==> src/rtl/regfile_mp.sv <==
// Multi-port integer register file with optional write-to-read bypass and a
// per-register pending bit (issue sets it, writeback clears it).
module regfile_mp #(
    parameter int XLEN     = 32,
    parameter int NREGS    = 32,
    parameter int NRD      = 2,
    parameter int NWR      = 1,
    parameter int ZERO_REG = 1,
    parameter int BYPASS   = 1,
    localparam int AW      = (NREGS > 1) ? $clog2(NREGS) : 1
) (
    input  logic                clk,
    input  logic                rst_n,
    input  logic [NRD*AW-1:0]   rd_addr,
    output logic [NRD*XLEN-1:0] rd_data,
    output logic [NRD-1:0]      rd_busy,
    input  logic [NWR-1:0]      wr_en,
    input  logic [NWR*AW-1:0]   wr_addr,
    input  logic [NWR*XLEN-1:0] wr_data,
    input  logic                alloc_en,
    input  logic [AW-1:0]       alloc_addr,
    input  logic                flush
);

    localparam bit ZR = (ZERO_REG != 0);
    localparam bit BP = (BYPASS != 0);

    logic [XLEN-1:0]  regs [NREGS];
    logic [NREGS-1:0] pend;
    logic [NREGS-1:0] pend_nxt;

    function automatic logic is_zero_reg(input logic [AW-1:0] a);
        return ZR && (a == '0);
    endfunction

    // Later steps override earlier ones: writeback clear, then flush, then allocation.
    always_comb begin
        pend_nxt = pend;
        for (int j = 0; j < NWR; j++) begin
            if (wr_en[j]) pend_nxt[wr_addr[j*AW +: AW]] = 1'b0;
        end
        if (flush) pend_nxt = '0;
        if (alloc_en && !is_zero_reg(alloc_addr)) pend_nxt[alloc_addr] = 1'b1;
    end

    always_ff @(posedge clk or negedge rst_n) begin
        if (!rst_n) begin
            pend <= '0;
        end else begin
            pend <= pend_nxt;
        end
    end

    // Ascending port order makes the highest-index port the last assignment, so it wins.
    always_ff @(posedge clk or negedge rst_n) begin
        if (!rst_n) begin
            for (int r = 0; r < NREGS; r++) regs[r] <= '0;
        end else begin
            for (int j = 0; j < NWR; j++) begin
                if (wr_en[j] && !is_zero_reg(wr_addr[j*AW +: AW])) begin
                    regs[wr_addr[j*AW +: AW]] <= wr_data[j*XLEN +: XLEN];
                end
            end
        end
    end

    for (genvar i = 0; i < NRD; i++) begin : g_rd
        logic [AW-1:0]   ra;
        logic [XLEN-1:0] rdat;
        logic            rbusy;

        assign ra = rd_addr[i*AW +: AW];

        always_comb begin
            rdat  = regs[ra];
            rbusy = pend[ra];
            if (BP) begin
                for (int j = 0; j < NWR; j++) begin
                    if (wr_en[j] && (wr_addr[j*AW +: AW] == ra)) begin
                        rdat  = wr_data[j*XLEN +: XLEN];
                        rbusy = 1'b0;
                    end
                end
            end
            if (is_zero_reg(ra)) begin
                rdat  = '0;
                rbusy = 1'b0;
            end
        end

        assign rd_data[i*XLEN +: XLEN] = rdat;
        assign rd_busy[i]              = rbusy;
    end

endmodule

==> config.mk <==
export PLATFORM = sky130hd
export DESIGN_NAME = regfile_mp
export DESIGN_NICKNAME = d
export VERILOG_FILES = /design/src/rtl/regfile_mp.sv
export SDC_FILE = /design/constraint.sdc
export NUM_CORES = 2
export LEC_CHECK = 0
export BUFFER_PORTS_ARGS = -buffer_cell sky130_fd_sc_hd__buf_2
export CORE_AREA = 2 2 427 302
export CTS_CLUSTER_SIZE = 16
export DETAILED_ROUTE_END_ITERATION = 7
export DIE_AREA = 0 0 429 304
export PLACE_DENSITY = 0.67
export SYNTH_ARGS = -nofsm -noshare
export SYNTH_HDL_FRONTEND = slang
export SYNTH_SLANG_ARGS = --single-unit
==> constraint.sdc <==
create_clock -name clk -period 3.14 [get_ports clk]
set_input_delay 0.471 -clock clk [delete_from_list [all_inputs] [get_ports clk]]
set_output_delay 0.471 -clock clk [all_outputs]
set_load 0.01 [all_outputs]
==> results by group <==
Power and ir drop
  • Pwr Density: 626 nW/µm²
  • Leak: 28.1 nW
  • Peak supply drop: 0.000453 V

Min path
  • Min-delay src: wr_data[1]
  • Hold/Removal Path Class: in2reg

Finish
  • Fill count: 10467
  • Multi-input logic area: between 20000 and 30000 µm²
  • Fraction of layout cells with a size suffix above 1: 55.3%
  • Register area: 26400 µm²
  • Final instance area: 65300 µm²
  • Final Core Density: 51.4%
  • Area growth syn-to-layout: 15.5%
  • Nets: ~4000

Synth
  • Avg Inst Size Synth: 14.7 µm²
  • Post-Synthesis Cells: about 3800
  • Syn Std Cell Area: 56500 µm²
  • Post-synth EDFFs: 0
  • Most used DFF post-synth: dfrtp_1
  • Sequential fraction of the synthesis area: 46.8%
  • Top cell type's share of synthesized area: 46.8%
  • Synthesized flop and latch total: 1056
  • Unique masters post-synth: 54
  • Syn Nets: just under 4000
  • Fraction of registers with async set/reset: 100%
  • Leading area contributor after synthesis: dfrtp_1
  • Synth warn: 0
  • Synth top area cells: dfrtp_1 47%, mux2_2 21%, mux4_2 19%

Route
  • DRT met1 WL: approximately 80000 µm
  • Met3 wire len: between 20000 and 25000 µm
  • Drt first pass iters: 5
  • Top Layer Used: met5
  • Drt total wl: 196000 µm
  • Vias per inst: around 6.8
  • # DRC: 0
  • Antenna viol nets, final: 0
  • DRT iter0 DRCs: ~4700
  • Wire per inst: 34.2 µm
  • Total number of vias: 38682
  • Met2 Routed Length: roughly 85000 µm

Die
  • Row cnt: 110
  • Die Width: 429 µm
  • Die area: about 130000 µm²
  • Initial Util: between 40% and 50%
  • Core ar.: 127000 µm²
  • Die height: 304 µm
  • I/O Pins: 123

Job
  • Max cap viols: 0

Status
  • Outcome: complete, but fails checks
  • Failing checks: negative setup slack

STA
  • Relative slew margins: 44.5%
  • Total negative setup slack: -0.104 ns
  • Tightest Pin Transition: 0.832 ns
  • Fmax: approximately 310 MHz
  • Finish-stage setup viols: 1
  • Final Max Tran Viols: 0
  • Period utilization: 103%
  • Setup ws final: -0.104 ns
  • RSZ-0062 raised after global routing: true
  • Period minus WS final: ~3.2 ns
  • Hold Fails Final Rpt: 0
  • Worst clock skew: 0 ns

Placement
  • DP Wirelength: 125000 µm
  • Port Buf Inserts: 122
  • RD Place Congestion: 0.911
  • Placed instance area: 61100 µm²

CTS
  • Number of CTS-inserted buffers: about 110
  • # clock sinks: 1056
  • Clk buf depth: 3
  • Clk root buf: clkbuf_16
  • Skew-Pair Late Insertion Delay: approximately 0.73 ns
  • Clock transition at path regs: 0.06 ns
  • CTS tree: yes
  • H-Tree Depth: 3

Critical path
  • Worst r2r src: pend[0]
  • Worst setup path class: reg2out
  • Setup crit start: pend[31]
  • Req. time, crit path: 2.67 ns
  • Startpoint types: flip-flop
  • Crit Path Max Fanout: 3
  • R2R Setup Slk: about 2.1 ns
  • CP Data Arrival Time: 2.77 ns
  • Critical path endpoint category: output port

GRT
  • Overflow after GRT: 0
  • Initial antenna violation count: 18
  • First-pass GRT wire length: 285000 µm
  • Vias in the first global route: about 39000
  • Largest net degree at the start of global routing: 134
  • GRT Util Overall: 30.0%
-- synthesized netlist by cell type, types with 18 or more instances --
| library cell | n |
|---|---|
| o211ai_1 | 18 |
| clkbuf_1 | 219 |
| buf_1 | 56 |
| buf_4 | 51 |
| nand2_1 | 58 |
| a211oi_1 | 23 |
| o22ai_1 | 85 |
| nor3_1 | 19 |
| dfrtp_1 | 1056 |
| mux4_2 | 485 |
| nor2_1 | 61 |
| nor2b_1 | 19 |
| inv_1 | 19 |
| buf_2 | 102 |
| mux2_2 | 1039 |
| a21oi_1 | 29 |
| nand3b_1 | 22 |
| a22oi_1 | 100 |
| nand3_1 | 48 |
| a22o_1 | 28 |
| mux2i_1 | 80 |
| o21ai_0 | 51 |
-- kinds of logic after synthesis --
kind of cell           after synthesis  share of synthesized area [%]
multiplexers                      1604                           41.4
flip-flops                        1056                           46.8
buffers and inverters              457                           3.73
AO/OA/AOI/OAI                      409                           5.16
AND/OR/NAND/NOR                    300                           2.76
XOR/XNOR                            10                          0.155
-- critical path: stages, from the launching register on --
cell     delay, ns
dfrtp_1       0.40
mux4_2        0.48
mux4_2        0.59
mux2i_4       0.35
nor2_2        0.08
buf_2         0.15
-- flip-flops by register name, summed over array words and instances (netlist names) --
name	flops
pend	32
regs	1024
-- final timing paths --
check | endpoint | cells past startpoint
min in group asynchronous | regs[281] | 2
max in group asynchronous | regs[174] | 3
min reg2reg | regs[1013] | 0
min | regs[129] | 2
max reg2reg | pend[0] | 2
max | rd_busy[1] | 5
-- cells in the final DEF (no fill, tap or decap), drive strengths merged, types with 6 or more instances in the layout --
| cell type | n |
|---|---|
| dfrtp | 1056 |
| mux2 | 1039 |
| mux4 | 485 |
| buf | 438 |
| clkbuf | 159 |
| a22oi | 100 |
| o22ai | 85 |
| mux2i | 80 |
| nor2 | 65 |
| nand2 | 58 |
| o21ai | 54 |
| nand3 | 48 |
| a211oi | 32 |
| a21oi | 29 |
| a22o | 28 |
| nand3b | 22 |
| clkinv | 22 |
| inv | 21 |
| nor2b | 19 |
| nor3 | 19 |
| o211ai | 18 |
| o32ai | 16 |
| nand2b | 15 |
| bufinv | 15 |
| nor4 | 13 |
| xnor2 | 10 |
| o22a | 10 |
| a31oi | 10 |
| or2 | 9 |
| or4 | 8 |
| a221o | 7 |
| a221oi | 7 |
| diode | 6 |
| nor3b | 6 |
-- power breakdown --
part / switching (mW) / internal [mW]
clock: 5.83 / 8.46
sequential: 1.92 / 16.1
combinational: 3.52 / 4.98
-- layer usage --
layer	vias up	global-route usage, %
met5	-	0
met4	16	12.6
met3	467	8.66
met2	2204	43.0
met1	20833	42.7
li1	15162	-
-- timing repair --
| item | 4_1_cts | 5_1_grt |
|---|---|---|
| pin swaps | 6 | 4 |
| endpoints found under the setup margin | 13 | 11 |
| setup buffers | 2 | 3 |
| endpoints found under the hold margin | 136 | 0 |
| cloned | 1 | 0 |
| hold buffers | 1 | 0 |
| resized for setup | 21 | 12 |
-- final cells by class --
class,instances,area share (%)
multi-input combinational,2323,43.4
sequential,1056,40.5
timing repair buffer,440,6.74
clock buffer,159,5.01
tap,1680,3.22
clock inverter,43,1.03
inverter,19,0.109
antenna,6,0.0230
-- stage by stage --
step / total power [mW] / cells / hold WS, ns / setup WS (ns)
finish: 40.8 / 5726 / 0.0919 / -0.104
floorplan: 23.5 / 3836 / 0.175 / 0.557
global placement: 26.2 / 5513 / 0.376 / -0.262
global route: 42.3 / 5724 / 0.0863 / -0.101
detailed placement: 26.5 / 5513 / 0.377 / -0.273
CTS: 40.8 / 5718 / 0.0571 / -0.115
Power figures use the tool's default switching activity.
